### src/rtl/rf_arb_pkg.sv
// rf_arb_pkg: shared widths, constants and state encoding for the register-file
// write-port arbiter.
`default_nettype none

package rf_arb_pkg;

  localparam int REG_ID_W = 5;
  localparam int DATA_W   = 16;
  localparam int FLAG_W   = 8;

  localparam logic [REG_ID_W-1:0] NO_REG = 5'd0;

  typedef enum logic [1:0] {
    IDLE  = 2'd0,
    PEND  = 2'd1,
    STEAL = 2'd2
  } arb_state_t;

endpackage

`default_nettype wire

### src/rtl/rf_wport_arbiter_if.sv
// rf_wport_arbiter_if: MEM-stage writeback, debug write request and
// register-file write port bundled for the arbiter.
`default_nettype none

interface rf_wport_arbiter_if;
  import rf_arb_pkg::*;

  logic [REG_ID_W-1:0] MEM_Wr_id;
  logic [DATA_W-1:0]   MEM_Result;
  logic [FLAG_W-1:0]   MEM_Fmask;
  logic [FLAG_W-1:0]   MEM_Flags;

  logic                dbg_req;
  logic [REG_ID_W-1:0] dbg_Wr_id;
  logic [DATA_W-1:0]   dbg_data;
  logic [FLAG_W-1:0]   dbg_Fmask;
  logic [FLAG_W-1:0]   dbg_Flags;
  logic                dbg_ack;

  logic                mem_hold;

  logic [REG_ID_W-1:0] RF_Wr_id;
  logic [DATA_W-1:0]   RF_Result;
  logic [FLAG_W-1:0]   RF_Fmask;
  logic [FLAG_W-1:0]   RF_Flags;

  // Arbiter side
  modport slave (
    input  MEM_Wr_id, MEM_Result, MEM_Fmask, MEM_Flags,
    input  dbg_req, dbg_Wr_id, dbg_data, dbg_Fmask, dbg_Flags,
    output dbg_ack, mem_hold,
    output RF_Wr_id, RF_Result, RF_Fmask, RF_Flags
  );

  // Pipeline / debug requester / register file side
  modport master (
    output MEM_Wr_id, MEM_Result, MEM_Fmask, MEM_Flags,
    output dbg_req, dbg_Wr_id, dbg_data, dbg_Fmask, dbg_Flags,
    input  dbg_ack, mem_hold,
    input  RF_Wr_id, RF_Result, RF_Fmask, RF_Flags
  );

endinterface

`default_nettype wire

### src/rtl/rf_wport_mux.sv
// rf_wport_mux: selects register fields and flag fields independently from
// the MEM or debug side.
`default_nettype none

module rf_wport_mux
  import rf_arb_pkg::*;
(
  input  logic                reg_from_dbg,
  input  logic                flg_from_dbg,
  input  logic [REG_ID_W-1:0] mem_wr_id,
  input  logic [DATA_W-1:0]   mem_result,
  input  logic [FLAG_W-1:0]   mem_fmask,
  input  logic [FLAG_W-1:0]   mem_flags,
  input  logic [REG_ID_W-1:0] dbg_wr_id,
  input  logic [DATA_W-1:0]   dbg_data,
  input  logic [FLAG_W-1:0]   dbg_fmask,
  input  logic [FLAG_W-1:0]   dbg_flags,
  output logic [REG_ID_W-1:0] rf_wr_id,
  output logic [DATA_W-1:0]   rf_result,
  output logic [FLAG_W-1:0]   rf_fmask,
  output logic [FLAG_W-1:0]   rf_flags
);

  assign rf_wr_id  = reg_from_dbg ? dbg_wr_id : mem_wr_id;
  assign rf_result = reg_from_dbg ? dbg_data  : mem_result;
  assign rf_fmask  = flg_from_dbg ? dbg_fmask : mem_fmask;
  assign rf_flags  = flg_from_dbg ? dbg_flags : mem_flags;

endmodule

`default_nettype wire

### src/rtl/rf_wport_arbiter.sv
// rf_wport_arbiter: shares the register-file/flag write port between MEM
// writeback and a debug requester, stealing one MEM cycle on starvation.
`default_nettype none

module rf_wport_arbiter
  import rf_arb_pkg::*;
#(
  parameter int MAX_WAIT = 8,
  parameter int CNT_W    = 4
) (
  input  logic              CLK,
  input  logic              RST,
  rf_wport_arbiter_if.slave bus
);

  localparam logic [CNT_W-1:0] LAST_WAIT = CNT_W'(MAX_WAIT - 1);

  arb_state_t       state, next_state;
  logic [CNT_W-1:0] wait_cnt, next_cnt, cnt_inc;
  logic             hold_q;

  logic mem_reg, mem_flg, mem_valid, dbg_reg, dbg_flg;
  logic reg_sel, flg_sel, ack;

  assign mem_reg   = (bus.MEM_Wr_id != NO_REG);
  assign mem_flg   = (bus.MEM_Fmask != '0);
  assign mem_valid = mem_reg | mem_flg;
  assign dbg_reg   = (bus.dbg_Wr_id != NO_REG);
  assign dbg_flg   = (bus.dbg_Fmask != '0);

  // Grant decision; reset forces plain MEM pass-through with no ack.
  always_comb begin
    reg_sel = 1'b0;
    flg_sel = 1'b0;
    ack     = 1'b0;
    if (!RST) begin
      if (state == STEAL) begin
        reg_sel = 1'b1;
        flg_sel = 1'b1;
        ack     = 1'b1;
      end else if (bus.dbg_req) begin
        if (!mem_valid) begin
          reg_sel = 1'b1;
          flg_sel = 1'b1;
          ack     = 1'b1;
        end else if (!mem_reg && !dbg_flg) begin
          reg_sel = 1'b1;
          ack     = 1'b1;
        end else if (!mem_flg && !dbg_reg) begin
          flg_sel = 1'b1;
          ack     = 1'b1;
        end
      end
    end
  end

  // Counter value after this cycle = cycles already waited; the steal is
  // scheduled when that reaches MAX_WAIT-1 so the ack lands on cycle MAX_WAIT.
  assign cnt_inc = (state == IDLE) ? CNT_W'(1) : wait_cnt + CNT_W'(1);

  always_comb begin
    next_state = state;
    next_cnt   = wait_cnt;
    case (state)
      IDLE, PEND: begin
        if (ack || !bus.dbg_req) begin
          next_state = IDLE;
          next_cnt   = '0;
        end else if (cnt_inc == LAST_WAIT) begin
          next_state = STEAL;
          next_cnt   = '0;
        end else begin
          next_state = PEND;
          next_cnt   = cnt_inc;
        end
      end
      STEAL: begin
        next_state = IDLE;
        next_cnt   = '0;
      end
      default: begin
        next_state = IDLE;
        next_cnt   = '0;
      end
    endcase
  end

  always_ff @(posedge CLK or posedge RST) begin
    if (RST) begin
      state    <= IDLE;
      wait_cnt <= '0;
      hold_q   <= 1'b0;
    end else begin
      state    <= next_state;
      wait_cnt <= next_cnt;
      hold_q   <= (next_state == STEAL);
    end
  end

  assign bus.dbg_ack  = ack;
  assign bus.mem_hold = hold_q;

  rf_wport_mux u_mux (
    .reg_from_dbg (reg_sel),
    .flg_from_dbg (flg_sel),
    .mem_wr_id    (bus.MEM_Wr_id),
    .mem_result   (bus.MEM_Result),
    .mem_fmask    (bus.MEM_Fmask),
    .mem_flags    (bus.MEM_Flags),
    .dbg_wr_id    (bus.dbg_Wr_id),
    .dbg_data     (bus.dbg_data),
    .dbg_fmask    (bus.dbg_Fmask),
    .dbg_flags    (bus.dbg_Flags),
    .rf_wr_id     (bus.RF_Wr_id),
    .rf_result    (bus.RF_Result),
    .rf_fmask     (bus.RF_Fmask),
    .rf_flags     (bus.RF_Flags)
  );

endmodule

`default_nettype wire

### src/flat_wrapper.sv
// flat-port wrapper written by rule: the top's interface ports become plain ports
module rf_wport_arbiter_flat import rf_arb_pkg::*;
#(
  parameter int MAX_WAIT = 8,
  parameter int CNT_W    = 4
)
  (CLK, RST, bus_MEM_Wr_id, bus_MEM_Result, bus_MEM_Fmask, bus_MEM_Flags, bus_dbg_req, bus_dbg_Wr_id, bus_dbg_data, bus_dbg_Fmask, bus_dbg_Flags, bus_dbg_ack, bus_mem_hold, bus_RF_Wr_id, bus_RF_Result, bus_RF_Fmask, bus_RF_Flags);
  rf_wport_arbiter_if bus_i ();
  input  logic CLK;
  input  logic RST;
  input wire logic [$bits(bus_i.MEM_Wr_id)-1:0] bus_MEM_Wr_id;
  input wire logic [$bits(bus_i.MEM_Result)-1:0] bus_MEM_Result;
  input wire logic [$bits(bus_i.MEM_Fmask)-1:0] bus_MEM_Fmask;
  input wire logic [$bits(bus_i.MEM_Flags)-1:0] bus_MEM_Flags;
  input wire logic [$bits(bus_i.dbg_req)-1:0] bus_dbg_req;
  input wire logic [$bits(bus_i.dbg_Wr_id)-1:0] bus_dbg_Wr_id;
  input wire logic [$bits(bus_i.dbg_data)-1:0] bus_dbg_data;
  input wire logic [$bits(bus_i.dbg_Fmask)-1:0] bus_dbg_Fmask;
  input wire logic [$bits(bus_i.dbg_Flags)-1:0] bus_dbg_Flags;
  output wire logic [$bits(bus_i.dbg_ack)-1:0] bus_dbg_ack;
  output wire logic [$bits(bus_i.mem_hold)-1:0] bus_mem_hold;
  output wire logic [$bits(bus_i.RF_Wr_id)-1:0] bus_RF_Wr_id;
  output wire logic [$bits(bus_i.RF_Result)-1:0] bus_RF_Result;
  output wire logic [$bits(bus_i.RF_Fmask)-1:0] bus_RF_Fmask;
  output wire logic [$bits(bus_i.RF_Flags)-1:0] bus_RF_Flags;
  assign bus_i.MEM_Wr_id = bus_MEM_Wr_id;
  assign bus_i.MEM_Result = bus_MEM_Result;
  assign bus_i.MEM_Fmask = bus_MEM_Fmask;
  assign bus_i.MEM_Flags = bus_MEM_Flags;
  assign bus_i.dbg_req = bus_dbg_req;
  assign bus_i.dbg_Wr_id = bus_dbg_Wr_id;
  assign bus_i.dbg_data = bus_dbg_data;
  assign bus_i.dbg_Fmask = bus_dbg_Fmask;
  assign bus_i.dbg_Flags = bus_dbg_Flags;
  assign bus_dbg_ack = bus_i.dbg_ack;
  assign bus_mem_hold = bus_i.mem_hold;
  assign bus_RF_Wr_id = bus_i.RF_Wr_id;
  assign bus_RF_Result = bus_i.RF_Result;
  assign bus_RF_Fmask = bus_i.RF_Fmask;
  assign bus_RF_Flags = bus_i.RF_Flags;
  rf_wport_arbiter #(.MAX_WAIT(MAX_WAIT), .CNT_W(CNT_W)) u_core (.CLK(CLK), .RST(RST), .bus(bus_i));
endmodule
### config.mk
export PLATFORM = sky130hd
export DESIGN_NAME = rf_wport_arbiter_flat
export DESIGN_NICKNAME = d
export VERILOG_FILES = /design/src/rtl/rf_arb_pkg.sv /design/src/rtl/rf_wport_arbiter_if.sv /design/src/rtl/rf_wport_mux.sv /design/src/rtl/rf_wport_arbiter.sv /design/src/flat_wrapper.sv
export SDC_FILE = /design/constraint.sdc
export NUM_CORES = 1
export LEC_CHECK = 0
export BUFFER_PORTS_ARGS = -buffer_cell sky130_fd_sc_hd__clkbuf_2
export CORE_UTILIZATION = 28
export DETAILED_ROUTE_END_ITERATION = 12
export PLACE_DENSITY = 0.87
export RECOVER_POWER = 50
export SYNTH_ARGS = -nofsm -noshare
export SYNTH_HDL_FRONTEND = slang
export SYNTH_SLANG_ARGS = --single-unit
### constraint.sdc
create_clock -name CLK -period 2.94 [get_ports CLK]
set_input_delay 0.588 -clock CLK [delete_from_list [all_inputs] [get_ports CLK]]
set_output_delay 0.588 -clock CLK [all_outputs]
set_load 0.01 [all_outputs]
After elaboration in Yosys (flattened, before gate mapping)

Index checks and enable logic that the tools add are counted.

Bits in registers: 7
Latch bits: 0
Bits in writable memories: 0
Bits in read-only memories: 0
Input port bits: 77
Output and inout port bits: 39
Memories: 0

$add $sub $neg: 1
Multiply operators: 0
Divide/modulo/power cells: 0
Order comparisons: 0
Equality and inequality tests: 4
Shifts and indexed selects: 0
Muxes and demuxes: 27
Bitwise logic cells: 1
Reduce and logical (&&, ||, !) cells: 14

Operators by type and width:

| kind                                                 | count |
|---|---|
| two-way mux 1 bit                                    | 16 |
| two-way mux 16 bit                                   | 1 |
| two-way mux 4 bit                                    | 4 |
| two-way mux 8 bit                                    | 2 |
| nonzero test 8 bit                                   | 2 |
| nonzero test 5 bit                                   | 2 |
| two-way mux 2 bit                                    | 3 |
| logical NOT 1 bit                                    | 5 |
| two-way mux 5 bit                                    | 1 |
| adder 4 x 1 -> 4 bit (second input constant)         | 1 |
| equality test 2 bit (second input constant)          | 2 |
| equality test 4 x 3 -> 1 bit (second input constant) | 1 |
| equality test 2 x 1 -> 1 bit (second input constant) | 1 |
| logical AND 1 bit                                    | 2 |
| logical NOT 2 bit                                    | 1 |
| OR reduction 2 bit                                   | 1 |
| logical OR 1 bit                                     | 1 |
| bitwise OR 1 bit                                     | 1 |

Logic depth before layout (Yosys ltp)

Word-level depth: 13
Depth in mapped cells: 7

Hierarchy

A second synthesis with hierarchy kept.

Cell total of the unflattened synthesis: 90
Area, all modules: 922.1 um^2

Modules (own cells, without submodules):

| module           | times used | cells an instance | area each (um^2) | sequential area each (um^2) |
|---|---|---|---|---|
| rf_wport_mux     | 1          | 41                | 500.5            | 0.0 |
| rf_wport_arbiter | 1          | 49                | 421.7            | 175.2 |

Worst setup path after synthesis

No wires, ideal clock.

Path kind: in2out
Start: in bus_dbg_Wr_id[1]
End: out bus_RF_Flags[5]
Arrival: 2420 ps
Required time: 2352 ps
Slack: -68 ps
Stages: 5
Buffers on the path: 1
Cells stage by stage: or4b_4 > o31a_1 > o41ai_4 > buf_6 > mux2_4

Word-level cells in the longest chain between the ends: 10

RTL lines:

| item               | RTL line               | text |
|---|---|---|
| start: declaration | flat_wrapper.sv:16     | `input wire logic [$bits(bus_i.dbg_Wr_id)-1:0] bus_dbg_Wr_id;` |
| nonzero test 5 bit | rf_wport_arbiter.sv:28 | `assign dbg_reg = (bus.dbg_Wr_id != NO_REG);` |
| logical NOT 1 bit  | rf_wport_arbiter.sv:49 | `end else if (!mem_flg && !dbg_reg) begin` |
| logical AND 1 bit  | rf_wport_arbiter.sv:49 |  |
| two-way mux 1 bit  | rf_wport_arbiter.sv:49 |  |
| two-way mux 1 bit  | rf_wport_arbiter.sv:46 | `end else if (!mem_reg && !dbg_flg) begin` |
| two-way mux 1 bit  | rf_wport_arbiter.sv:42 | `if (!mem_valid) begin` |
| two-way mux 1 bit  | rf_wport_arbiter.sv:41 | `end else if (bus.dbg_req) begin` |
| two-way mux 1 bit  | rf_wport_arbiter.sv:37 | `if (state == STEAL) begin` |
| two-way mux 1 bit  | rf_wport_arbiter.sv:36 | `if (!RST) begin` |
| two-way mux 8 bit  | rf_wport_mux.sv:27     | `assign rf_flags = flg_from_dbg ? dbg_flags : mem_flags;` |
| end: declaration   | flat_wrapper.sv:25     | `output wire logic [$bits(bus_i.RF_Flags)-1:0] bus_RF_Flags;` |

No other way between the ends.

Final worst setup path

Start: in bus_dbg_Wr_id[1]
End: out bus_RF_Flags[0]

The elaborated chain is that of the path after synthesis.

==> results.json <==
{
  "h-tree-depth": 1,
  "maxCapViolCount": 0,
  "gr-total-overflow": 0,
  "grt_pass1_wl_mm": 4.505,
  "post-dp-hpwl_mm": 2.649,
  "cts_made_buffers": 3,
  "period_share": 1.023,
  "p_int_w": 0.0002418,
  "fin_nets": 299,
  "grt_pass1_vias": 1143,
  "vias": 1292,
  "yosysSeqAreaShare": 0.1986,
  "synth_edf_count": 0,
  "critPathCaptureType": "output port",
  "dr.first_iter.drc_count": 33,
  "p_sw_w": 0.0001036,
  "die_w_um": 58.13,
  "start_util": 0.2913,
  "wl_per_cell_um": 12.55,
  "outcome": "complete, but fails checks",
  "timing.slew.headroom": 0.7120,
  "clockBufferDepth": 2,
  "grt_max_degree": 17,
  "antenna_left": 0,
  "synth_nets": 166,
  "setup_viol": 10,
  "maxClockFrequency_mhz": 332.5,
  "antenna_found_initial": 0,
  "synth.largest_area_cell": "dfrtp_1",
  "rows": 20,
  "syn_inst": 88,
  "root_buffer": "clkbuf_4",
  "synthFlopType": "dfrtp_1",
  "routed_wl_mm": 3.312,
  "insertion_delay_ns": 0.25,
  "core_region_area_um2": 3028,
  "ys_warn_count": 0,
  "worstMarginPinSlew_ns": 0.4320,
  "irDropWorstVdd_uv": 136.5,
  "cp.arrival_ns": 2.42,
  "clkPwrFrac": 0.255,
  "design.die.area_um2": 3379,
  "final_cell_mix": "clkbuf_2 (101), a22o_1 (12), buf_4 (12)",
  "vias_per_cell": 4.894,
  "synth_cell_types": 29,
  "cts_tree": "done",
  "seqPwrFrac": 0.294,
  "synth_top_area_frac": 0.1986,
  "fin_worst_skew_ns": 0.005869,
  "drive_above_1_share": 0.7227,
  "hold_violations": 0,
  "required_ns": 2.35,
  "synth_async_sr_flop_share": 1.000,
  "diodes": 0,
  "rsz0062_at_grt": "yes",
  "finalWorstSetupSlack_ns": -0.06737,
  "port_buffers": 115,
  "routabilityCongestion": 0.7792,
  "r2r_slack_ns": 1.01,
  "tns_ns": -0.4986,
  "timing.rr.start": "u_core.state[1]",
  "critPathKind": "input pin to output port",
  "synthesis.area_um2": 882.1,
  "cts_sinks": 7,
  "cp-start-kind": "input pin",
  "r2r_cells": 5,
  "reg2reg_to": "u_core.wait_cnt[0]",
  "first_pass_iters": 4,
  "grt_usage": 0.1743,
  "die_y_um": 58.13,
  "comb_power_share": 0.451,
  "fin_crit_ns": 3.007,
  "syn-mean-instance-area_um2": 10.02,
  "power.density_nw_per_um2": 197.2,
  "final_common_cell": "clkbuf_2",
  "cp-startpoint": "bus_dbg_Wr_id[1]",
  "clk_pin_slew_ns": 0.05,
  "drv_slew": 0,
  "pre_cts_ws_ns": -0.2078,
  "area_growth_pct": 98.58,
  "drc": 0,
  "finalCoreUtilization": 0.5785,
  "cp_max_fo": 5,
  "ys_ff_latch": 7,
  "violations": "setup timing",
  "synth.area.top_cells": "dfrtp_1 (20%), mux2_2 (15%), mux2_1 (13%), a22o_1 (12%), mux2_4 (3.4%)",
  "io-pin-count": 116,
  "p_leak_nw": 0.9643,
  "switching_share": 0.3000,
  "hp-class": "input pin to async pin",
  "cts_hold_buf": 0
}
==> worst max-delay path by stage <==
stage          slack (ns)  depth (start not counted)               to
2_1_floorplan       -0.07                          5  bus_RF_Flags[5]
3_3_place_gp        -0.15                          7  bus_RF_Flags[0]
3_5_place_dp        -0.21                          7  bus_RF_Flags[0]
4_1_cts             -0.08                          7  bus_RF_Flags[6]
5_1_grt             -0.10                          7  bus_RF_Flags[0]
6_report            -0.07                          7  bus_RF_Flags[0]
==> metrics by stage <==
| step | std cells | total power (W) | hold slack, ns | instance area, um^2 |
|---|---|---|---|---|
| floorplan | 88 | 0.0001570 | 0.3995 | 882.1 |
| global placement | 258 | 0.0002425 | 0.5205 | 1613 |
| detailed placement | 258 | 0.0002463 | 0.5372 | 1613 |
| CTS | 264 | 0.0003414 | 0.3861 | 1687 |
| global route | 264 | 0.0003649 | 0.4101 | 1752 |
| finish | 264 | 0.0003455 | 0.3975 | 1752 |
==> power by group through the flow <==
stage,clock [W],combinational (W),sequential [W]
6_report,0.0000879,0.000156,0.000102
5_1_grt,0.0000950,0.000168,0.000102
4_1_cts,0.0000919,0.000148,0.000102
3_5_place_dp,0,0.000143,0.000103
3_3_place_gp,0,0.000139,0.000103
2_1_floorplan,0,0.0000542,0.000103
==> sequential cells by signal, summed over array words and instances (netlist names) <==
register / flops
u_core.wait_cnt: 4
u_core.bus.mem_hold: 1
u_core.state: 2
==> worst max-delay path, stage by stage <==
cell,delay [ns]
buf_6,0.09
or4b_4,0.52
o31a_1,0.30
o41ai_4,0.29
buf_6,0.19
mux2_4,0.30
clkbuf_2,0.13
==> per-layer routing <==
layer  wire length [um]  up-vias  global-route usage
li1                   -      624                   -
met1               1121      577              0.1544
met2               1896       87              0.3842
met3                251        4             0.02009
met4                 42        0             0.06122
met5                  0        -                   0
==> cell usage after synthesis, types with 2 or more instances <==
master,number
nand3_1,2
mux2_4,2
or4_1,3
nand2_1,3
mux2_1,10
dfrtp_1,7
xnor2_1,2
a2111oi_0,2
nor2_1,3
nor3_1,4
inv_1,3
o31a_1,2
o31ai_1,2
mux2_2,12
buf_2,2
nor4_1,4
a22o_1,12
nand3b_1,2
==> what timing repair did <==
item / CTS / global route
buffers inserted: 1 / 0
resized for setup: 10 / 27
endpoints found under the setup margin: 22 / 26
pin swaps: 1 / 1
gates cloned: 1 / 0
==> cells by family after synthesis <==
| kind of cell | share of synthesized area |
|---|---|
| multiplexers | 0.3149 |
| adder cells (fa/ha/maj) | 0.01418 |
| AND/OR/NAND/NOR | 0.1659 |
| XOR/XNOR | 0.01986 |
| AO/OA/AOI/OAI | 0.2369 |
| buffers and inverters | 0.04964 |
| flip-flops | 0.1986 |
==> final cells by class <==
cell class | instances | area (um^2)
Clock buffer | 4 | 26.28
Fill cell | 267 | 1276
Inverter | 3 | 11.26
Multi-Input combinational cell | 73 | 711.9
Sequential cell | 7 | 175.2
Tap cell | 44 | 55.05
Timing Repair Buffer | 133 | 772.0
(Power assumes the default switching activity.)
